File: src/rtl/vga_scan.sv
// vga_scan: 640x480@60 raster timing that upscales each 80x60 VRAM cell to an 8x8 block.
// Two-tick pipeline: stage 1 issues the VRAM read, stage 2 registers colour and syncs.
module vga_scan #(
    parameter int H_VIS  = 640,
    parameter int H_FP   = 16,
    parameter int H_SYNC = 96,
    parameter int H_BP   = 48,
    parameter int V_VIS  = 480,
    parameter int V_FP   = 10,
    parameter int V_SYNC = 2,
    parameter int V_BP   = 33
) (
    input  logic        clk,
    input  logic        rst,
    input  logic        pix_en,
    output logic        vram_load,
    output logic [12:0] vram_addr,
    input  logic [11:0] vram_data,
    output logic        hsync,
    output logic        vsync,
    output logic [3:0]  red,
    output logic [3:0]  green,
    output logic [3:0]  blue,
    output logic        frame_start
);
    localparam logic [9:0] H_LAST   = 10'(H_VIS + H_FP + H_SYNC + H_BP - 1);
    localparam logic [9:0] V_LAST   = 10'(V_VIS + V_FP + V_SYNC + V_BP - 1);
    localparam logic [9:0] H_VIS_L  = 10'(H_VIS);
    localparam logic [9:0] V_VIS_L  = 10'(V_VIS);
    localparam logic [9:0] H_SYNC_S = 10'(H_VIS + H_FP);
    localparam logic [9:0] H_SYNC_E = 10'(H_VIS + H_FP + H_SYNC);
    localparam logic [9:0] V_SYNC_S = 10'(V_VIS + V_FP);
    localparam logic [9:0] V_SYNC_E = 10'(V_VIS + V_FP + V_SYNC);

    logic [9:0]  r_h_cnt;
    logic [9:0]  r_v_cnt;
    logic        r_vis1;
    logic        r_hs1;
    logic        r_vs1;
    logic [12:0] r_addr;
    logic [11:0] r_rgb;
    logic        r_hsync;
    logic        r_vsync;
    logic        r_fs;

    logic        w_visible;
    logic        w_hs;
    logic        w_vs;
    logic        w_h_last;
    logic        w_v_last;
    logic [12:0] w_row;
    logic [12:0] w_addr;

    assign w_visible = (r_h_cnt < H_VIS_L) && (r_v_cnt < V_VIS_L);
    assign w_hs      = !((r_h_cnt >= H_SYNC_S) && (r_h_cnt < H_SYNC_E));
    assign w_vs      = !((r_v_cnt >= V_SYNC_S) && (r_v_cnt < V_SYNC_E));
    assign w_h_last  = (r_h_cnt == H_LAST);
    assign w_v_last  = (r_v_cnt == V_LAST);

    // Row stride of 80 cells built as 64 + 16 so no multiplier is inferred.
    assign w_row  = {6'd0, r_v_cnt[9:3]};
    assign w_addr = (w_row << 6) + (w_row << 4) + {6'd0, r_h_cnt[9:3]};

    always_ff @(posedge clk or negedge rst) begin
        if (!rst) begin
            r_h_cnt <= 10'd0;
            r_v_cnt <= 10'd0;
            r_vis1  <= 1'b0;
            r_hs1   <= 1'b1;
            r_vs1   <= 1'b1;
            r_addr  <= 13'd0;
            r_rgb   <= 12'd0;
            r_hsync <= 1'b1;
            r_vsync <= 1'b1;
            r_fs    <= 1'b0;
        end else begin
            // frame_start is a single-clock pulse even when pix_en stays low afterwards.
            r_fs <= 1'b0;
            if (pix_en) begin
                r_fs <= (r_h_cnt == 10'd0) && (r_v_cnt == 10'd0);

                if (w_h_last) begin
                    r_h_cnt <= 10'd0;
                    r_v_cnt <= w_v_last ? 10'd0 : r_v_cnt + 10'd1;
                end else begin
                    r_h_cnt <= r_h_cnt + 10'd1;
                end

                r_vis1 <= w_visible;
                r_addr <= w_visible ? w_addr : 13'd0;
                r_hs1  <= w_hs;
                r_vs1  <= w_vs;

                r_rgb   <= r_vis1 ? vram_data : 12'd0;
                r_hsync <= r_hs1;
                r_vsync <= r_vs1;
            end
        end
    end

    assign vram_load   = r_vis1;
    assign vram_addr   = r_addr;
    assign hsync       = r_hsync;
    assign vsync       = r_vsync;
    assign red         = r_rgb[11:8];
    assign green       = r_rgb[7:4];
    assign blue        = r_rgb[3:0];
    assign frame_start = r_fs;
endmodule

File: config.mk
export PLATFORM = sky130hd
export DESIGN_NAME = vga_scan
export DESIGN_NICKNAME = d
export VERILOG_FILES = /design/src/rtl/vga_scan.sv
export SDC_FILE = /design/constraint.sdc
export NUM_CORES = 1
export LEC_CHECK = 0
export ABC_AREA = 1
export ABC_CLOCK_PERIOD_IN_PS = 6200
export CAP_MARGIN = 20
export CORE_MARGIN = 2
export CORE_UTILIZATION = 58
export CTS_CLUSTER_DIAMETER = 50
export CTS_CLUSTER_SIZE = 28
export DETAILED_ROUTE_END_ITERATION = 10
export PLACE_DENSITY = 0.85
export SLEW_MARGIN = 20
export SYNTH_ARGS = -nofsm -noshare
export SYNTH_HDL_FRONTEND = slang
export SYNTH_SLANG_ARGS = --single-unit
export TNS_END_PERCENT = 5
File: constraint.sdc
create_clock -name clk -period 6.2 [get_ports clk]
set_input_delay 1.55 -clock clk [delete_from_list [all_inputs] [get_ports clk]]
set_output_delay 1.55 -clock clk [all_outputs]
set_load 0.02 [all_outputs]
After elaboration in Yosys (flattened, before gate mapping)
Index checks and enable logic that the tools add are counted.
{"block": "op_classes", "n_addsub": 4, "reduce_logical": 9, "eq_ne": 2, "n_lt_le_gt_ge": 6, "n_mux": 5}
{"cell": "$add A10 B1 Y10 const B", "count": 2}
{"cell": "$eq A10 B10 Y1 const B", "count": 2}
{"cell": "$logic_not A10 Y1", "count": 2}
{"cell": "$lt A10 B10 Y1 const B", "count": 2}
{"cell": "$lt A10 B9 Y1 const B", "count": 2}
{"cell": "$mux W10", "count": 2}
{"cell": "$add A13 B11 Y13", "count": 1}
{"cell": "$add A13 B7 Y13", "count": 1}
{"cell": "$mux W13", "count": 1}
{"cell": "$mux W12", "count": 1}
{"cell": "$ge A10 B10 Y1 const B", "count": 1}
{"cell": "$ge A10 B9 Y1 const B", "count": 1}
{"cell": "$logic_and A1 B1 Y1", "count": 4}
{"cell": "$logic_not A1 Y1", "count": 2}
{"cell": "$reduce_and A2 Y1", "count": 1}
{"cell": "$mux W1", "count": 1}
{"block": "totals", "word_cells": 36, "inputBits": 15, "regBits": 51, "out_inout_bits": 29}

Logic depth before layout (Yosys ltp)
Gate-level depths: netlist of run 1.
{"block": "logic_depth", "depth_word": 3, "ltp_mapped": 11, "mapped_depth_nobuf": 11}

Worst setup path before layout of run 1
No wires, ideal clock.
{"block": "synth_timing", "kind": "input-to-reg", "startpoint": "in pix_en", "endpoint": "reg r_h_cnt[5]", "setup_time_ns": 0.123, "cell_stages": 8, "arrival_time_ns": 2.168, "n_path_buf": 1, "required_ns": 6.077, "path_slack_ns": 3.908, "cell_sequence": "buf_2 nand2_1 nor2_1 nand2_1 inv_1 nand3_1 o21ai_0 a21oi_1"}
{"item": "start: declaration", "line_no": "15", "text": "input logic pix_en,"}
{"item": "end signal: assignment", "line_no": "86", "text": "r_h_cnt <= r_h_cnt + 10'd1;"}
{"item": "end: declaration", "line_no": "35", "text": "logic [9:0] r_h_cnt;"}

Worst setup path in the final report of run 1
{"block": "layout_timing", "startpoint": "in pix_en", "endpoint": "reg r_fs (netlist: frame_start)"}
{"block": "layout_via", "elab_chain_cells": 1}
{"item": "$mux W1", "line_no": "79", "text": "if (pix_en) begin"}
{"item": "end signal: assignment", "line_no": "80", "text": "r_fs <= (r_h_cnt == 10'd0) && (r_v_cnt == 10'd0);"}
{"item": "end: declaration", "line_no": "44", "text": "logic r_fs;"}
No other way between the ends.
A chain may end at the register's enable or synchronous reset.

==> impl_metrics.json, run 1 <==
{
  "grt.busiest_layer": "met2",
  "p_leak_nw": 1.79,
  "clk_latency_ps": 300,
  "via_count": 2548,
  "multi_input_area_um2": 1440,
  "area_growth_pct": 19.1,
  "combPwrFrac": 0.362,
  "cp-start-kind": "primary input",
  "max_freq_ghz": 0.262,
  "place_inst": 467,
  "core_um2": 4820,
  "grt_pass1_wl_mm": 10.4,
  "synth_nets": 402,
  "cts_setup_buffers": 0,
  "hold_path_class": "reg -> reg",
  "postRouteAntennaNets": 0,
  "setup_viol": 0,
  "h-tree-depth": 2,
  "required_ps": 6380,
  "end_kind": "register",
  "slew_violations": 0,
  "viasPerCell": 5.36,
  "synth.lib_cells_used.distinct": 33,
  "vdd_ir_drop_max_mv": 0.245,
  "synth.avg_cell_area_um2": 7.98,
  "grt_pass1_vias": 2287,
  "overflow": 0,
  "chipHeight_um": 75.1,
  "rsz0062_at_grt": "no",
  "final.fill_count": 394,
  "yosys_warnings": 0,
  "p_seq_frac": 0.433,
  "synth_seq_cells": 51,
  "netlist_instances": 368,
  "dr.first_iter.drc_count": 279,
  "synth_top_area_frac": 0.401,
  "grtUsageMet1": 0.328,
  "grt.met2_usage": 0.376,
  "reg2reg_depth": 9,
  "yosys.area.top_type": "dfrtp_1",
  "grt_use_total": 0.239,
  "hpwlAfterDp_mm": 4.46,
  "cts_tree": "built",
  "cts_resized": 0,
  "clk_pin_slew_worst_paths_ps": 90,
  "fin_hold_ws_ps": 465,
  "p_switching_w": 0.000422,
  "grt_antenna_before_repair": 0,
  "cts_buffers": 5,
  "status": "finished clean",
  "critPathArrivalTime_ps": 4000,
  "wl_mm": 6.21,
  "p_int_w": 0.000693,
  "cp_max_fo": 34,
  "initial_core_util": 0.609,
  "synth_area_um2": 2940,
  "ys_seq_area_frac": 0.436,
  "utilization": 0.726,
  "nNetsFinal": 441,
  "min_period_ps": 3820,
  "switching_share": 0.378,
  "cts_max_path_buffers": 2,
  "die_area_um2": 5650,
  "grt_max_degree": 52,
  "tns_ps": 0,
  "drt_drc_violations_left": 0,
  "root_buffer": "clkbuf_8",
  "num_antenna_cells": 0,
  "hold_buffers": 0,
  "tightest_slew_ps": 1070,
  "period_share": 0.616,
  "die_w_um": 75.1,
  "rows": 25,
  "cts.sinks": 51,
  "synth_area_leaders": "dfrtp_1 40%, nand2_1 15%, nand3_1 7.7%",
  "regArea_um2": 1280,
  "use_met3": 0.0576,
  "critical_path_class": "in -> reg",
  "slew_headroom": 0.288,
  "finalHoldViolCount": 0,
  "port_buffers": 43,
  "final_cells": 475,
  "cap_violations": 0,
  "drive_gt1_frac": 0.0858,
  "reg2reg_slack_ps": 3780,
  "wl_per_cell_um": 13.1,
  "gp_congestion": 0.945,
  "pwr-share-clk": 0.205,
  "boundaryPins": 44,
  "drt-pass1-iter-count": 5,
  "p_per_area_nw_per_um2": 319,
  "whs_path_depth": 2,
  "skew_ps": 4.78
}
[power by group through the flow]
stage	clock network (W)	logic [W]	registers, W
3_5_place_dp	0	0.000400	0.000486
6_report	0.000229	0.000404	0.000482
5_1_grt	0.000252	0.000453	0.000491
2_1_floorplan	0	0.000216	0.000519
3_3_place_gp	0	0.000390	0.000483
4_1_cts	0.000239	0.000405	0.000481
[stage by stage]
stage / worst slack, ps / total power (W) / area, um2
floorplan: 3910 / 0.000735 / 2940
global placement: 2140 / 0.000873 / 3380
detailed placement: 2130 / 0.000886 / 3380
CTS: 2420 / 0.00112 / 3500
global route: 2220 / 0.00120 / 3500
finish: 2380 / 0.00111 / 3500
[registers in the layout, indices dropped and copies added (netlist names)]
register     count
r_h_cnt         10
r_hs1            1
r_vs1            1
r_v_cnt         10
hsync            1
vsync            1
frame_start      1
r_rgb           12
vram_load        1
vram_addr       13
[cell usage in the layout (no fill, tap or decap), drive strengths merged]
master           n
fa               2
o211ai           1
a21o             1
a21oi            6
nor3             4
o21ai           17
dfstp            4
nand2          123
or2              2
nor4             2
nor2            23
buf              1
dfrtp           47
bufinv           1
xor2             6
clkdlybuf4s50   42
a31oi            1
clkbuf           5
nand3           46
ha              17
inv             40
nand4           14
o31ai            1
clkinv           2
[area by class of cell]
type,instances,share of cell area
clock buffer,5,0.0197
clock inverter,3,0.0125
timing repair buffer,43,0.122
multi-input combinational,266,0.411
inverter,40,0.0436
tap,67,0.0240
sequential,51,0.366
[cell families (layout without fill, tap and decap cells)]
group,after synthesis,in the layout,share of synthesized area
AND/OR/NAND/NOR,214,214,0.332
flip-flops,51,51,0.436
buffers and inverters,51,91,0.0733
AO/OA/AOI/OAI,27,27,0.0541
adder cells (fa/ha/maj),19,19,0.0861
XOR/XNOR,6,6,0.0179
[synthesized netlist by cell type, drive strengths merged]
library cell / count
or2: 2
nor2: 23
buf: 8
xor2: 6
a21oi: 6
ha: 17
nand2: 123
inv: 40
nor3: 4
o211ai: 1
nor4: 2
clkbuf: 3
dfstp: 4
fa: 2
a21o: 1
dfrtp: 47
o31ai: 1
a31oi: 1
o21ai: 17
nand3: 46
nand4: 14
[worst max-delay path, cell delays in order]
cell and delay [ps]:
clkdlybuf4s50_1 1170, inv_2 540, nor2_1 280, nand3_1 110, nor4_1 320
[final timing paths]
path,start,end
hold reg to reg,vsync,vsync
setup / recovery,pix_en,frame_start
max in group asynchronous,rst,r_v_cnt[6]
setup reg to reg,r_v_cnt[3],vram_addr[9]
hold / removal,vsync,vsync
min in group asynchronous,rst,vram_addr[11]
[metal layers]
metal / up-vias / share of wire / wire (um)
met5: - / 0 / 0
met3: 10 / 0.073 / 451
met1: 1170 / 0.46 / 2840
li1: 1275 / - / -
met2: 93 / 0.46 / 2830
met4: 0 / 0.014 / 87
(Power assumes the default switching activity.)
==> run 2, diff against run 1 <==
--- a/config.mk
+++ b/config.mk
@@ -6,14 +6,14 @@
 export NUM_CORES = 1
 export LEC_CHECK = 0
 export ABC_AREA = 1
-export ABC_CLOCK_PERIOD_IN_PS = 6200
+export ABC_CLOCK_PERIOD_IN_PS = 3300
 export CAP_MARGIN = 20
 export CORE_MARGIN = 2
-export CORE_UTILIZATION = 58
+export CORE_UTILIZATION = 49
 export CTS_CLUSTER_DIAMETER = 50
 export CTS_CLUSTER_SIZE = 28
 export DETAILED_ROUTE_END_ITERATION = 10
-export PLACE_DENSITY = 0.85
+export PLACE_DENSITY = 0.76
 export SLEW_MARGIN = 20
 export SYNTH_ARGS = -nofsm -noshare
 export SYNTH_HDL_FRONTEND = slang
==> constraint.sdc (replaced) <==
create_clock -name clk -period 3.3 [get_ports clk]
set_input_delay 0.825 -clock clk [delete_from_list [all_inputs] [get_ports clk]]
set_output_delay 0.825 -clock clk [all_outputs]
set_load 0.02 [all_outputs]
==> run 2 against run 1 <==
Hold slack got worse by 89 ps. Power increased by 83%. Largest power group unchanged. Setup slack worse by 1600 ps. Clock power rose by 69%. Largest cell class unchanged. Final cell count rose by 2.5%. Register-to-register slack got worse by 3000 ps. Non-clock buffer count is 4 higher. Die area grew 17%.
==> impl_metrics.json, run 2 (synthesis gave the netlist of run 1 again) <==
{
  "dr.first_iter.drc_count": 171,
  "gp_congestion": 0.866,
  "initial_core_util": 0.502,
  "fin_hold_ws_ps": 376,
  "end_kind": "register",
  "critPathArrivalTime_ps": 2690,
  "min_period_ps": 2490,
  "skew_ps": 10.3,
  "slew_violations": 0,
  "utilization": 0.602,
  "required_ps": 3500,
  "final_cell_mix": "117 x nand2_1, 47 x dfrtp_1, 45 x nand3_1",
  "chipHeight_um": 81.4,
  "final_common_cell": "nand2_1",
  "max_freq_ghz": 0.402,
  "grt_pass1_wl_mm": 10.7,
  "hold_buffers": 0,
  "cp_max_fo": 8,
  "critPathTopFamily": "adder cells",
  "cts_resized": 0,
  "hpwlAfterDp_mm": 4.79,
  "tns_ps": 0,
  "port_buffers": 43,
  "p_switching_w": 0.000808,
  "drt-pass1-iter-count": 5,
  "core_um2": 5850,
  "cp_common_cell": "nand3_1",
  "cts_max_path_buffers": 2,
  "combPwrFrac": 0.369,
  "slowest_delay_ps": 540,
  "wl_mm": 6.37,
  "finalHoldViolCount": 0,
  "hold_path_class": "in -> async",
  "p_leak_nw": 1.80,
  "h-tree-depth": 2,
  "p_int_w": 0.00124,
  "switching_share": 0.395,
  "root_buffer": "clkbuf_8",
  "grt_max_degree": 40,
  "viasPerCell": 5.36,
  "critical_path_class": "reg -> reg",
  "path_cells": "inv_1 > fa_1 > inv_1 > fa_1 > nand3_1 > nand3_1 > or2_2 > nand3_1 > nand2_1",
  "clk_pin_slew_worst_paths_ps": 100,
  "cap_violations": 0,
  "p_per_area_nw_per_um2": 581,
  "cts_buffers": 5,
  "cp_slowest_cell": "fa_1",
  "rows": 28,
  "setup_viol": 0,
  "wl_per_cell_um": 13.1,
  "largest_reg_flops": 13,
  "boundaryPins": 44,
  "area_growth_pct": 19.9,
  "grt_pass1_vias": 2460,
  "drt_drc_violations_left": 0,
  "postRouteAntennaNets": 0,
  "pwr-share-clk": 0.189,
  "grt_use_total": 0.207,
  "tightest_slew_ps": 628,
  "num_antenna_cells": 0,
  "overflow": 0,
  "cts_setup_buffers": 0,
  "via_count": 2610,
  "drive_gt1_frac": 0.0947,
  "cts.sinks": 51,
  "grt_antenna_before_repair": 0,
  "period_share": 0.753,
  "nNetsFinal": 445,
  "clk_latency_ps": 310,
  "die_w_um": 81.4,
  "die_area_um2": 6630,
  "status": "finished clean",
  "p_seq_frac": 0.442,
  "worst-path-buf-inv": 2,
  "slew_headroom": 0.580,
  "cts_tree": "built",
  "rsz0062_at_grt": "no",
  "vdd_ir_drop_max_mv": 0.328,
  "cp-start-kind": "register"
}
[run 2: changes by cell type in the layout (fill, tap and decap cells not counted), sizes merged]
cell    previous run  this run
buf                1         5
bufinv             1         0
inv               40        41
[run 2: cell type report]
| class | instances | area, um2 |
|---|---|---|
| clock buffer | 5 | 68.8 |
| tap | 75 | 93.8 |
| sequential | 51 | 1280 |
| clock inverter | 3 | 28.8 |
| inverter | 40 | 153 |
| fill | 518 | 2330 |
| multi-input combinational | 266 | 1440 |
| timing repair buffer | 47 | 455 |
[run 2: worst paths after layout]
check,start,endpoint,slack [ps],cells after the start
max,r_v_cnt[3],vram_addr[9],810,9
min,rst,r_v_cnt[8],380,1
max reg2reg,r_v_cnt[3],vram_addr[9],810,9
min reg2reg,hsync,hsync,470,2
max in group asynchronous,rst,r_vs1,2140,2
min in group clk,hsync,hsync,470,2
[run 2: per-stage QoR]
stage	cells	setup slack [ps]	instance area (um2)	power, W
after floorplan	368	1090	2940	0.00138
after global placement	479	825	3420	0.00165
after detailed placement	479	797	3420	0.00167
after CTS	487	820	3520	0.00206
after global routing	487	693	3520	0.00220
final	487	815	3520	0.00205
[run 2: power by group through the flow]
stage | Sequential, W | Clock (W) | Combinational (W)
after floorplan | 0.000975 | 0 | 0.000406
after global placement | 0.000909 | 0 | 0.000741
after detailed placement | 0.000914 | 0 | 0.000757
after CTS | 0.000902 | 0.000398 | 0.000762
after global routing | 0.000923 | 0.000420 | 0.000858
final | 0.000903 | 0.000387 | 0.000755
[run 2: layer usage]
| layer | vias to the layer above | share of wire | track usage |
|---|---|---|---|
| li1 | 1279 | - | - |
| met1 | 1241 | 0.45 | 0.265 |
| met2 | 81 | 0.47 | 0.347 |
| met3 | 9 | 0.064 | 0.0411 |
| met4 | 0 | 0.014 | 0.0763 |
| met5 | - | 0 | 0 |
[run 2: worst register-to-register path, stage by stage, from the launching register on]
cell and delay (ps):
dfrtp_1 510, inv_1 180, fa_1 540, inv_1 70, fa_1 480, nand3_1 110, nand3_1 90, or2_2 280
nand3_1 80, nand2_1 50
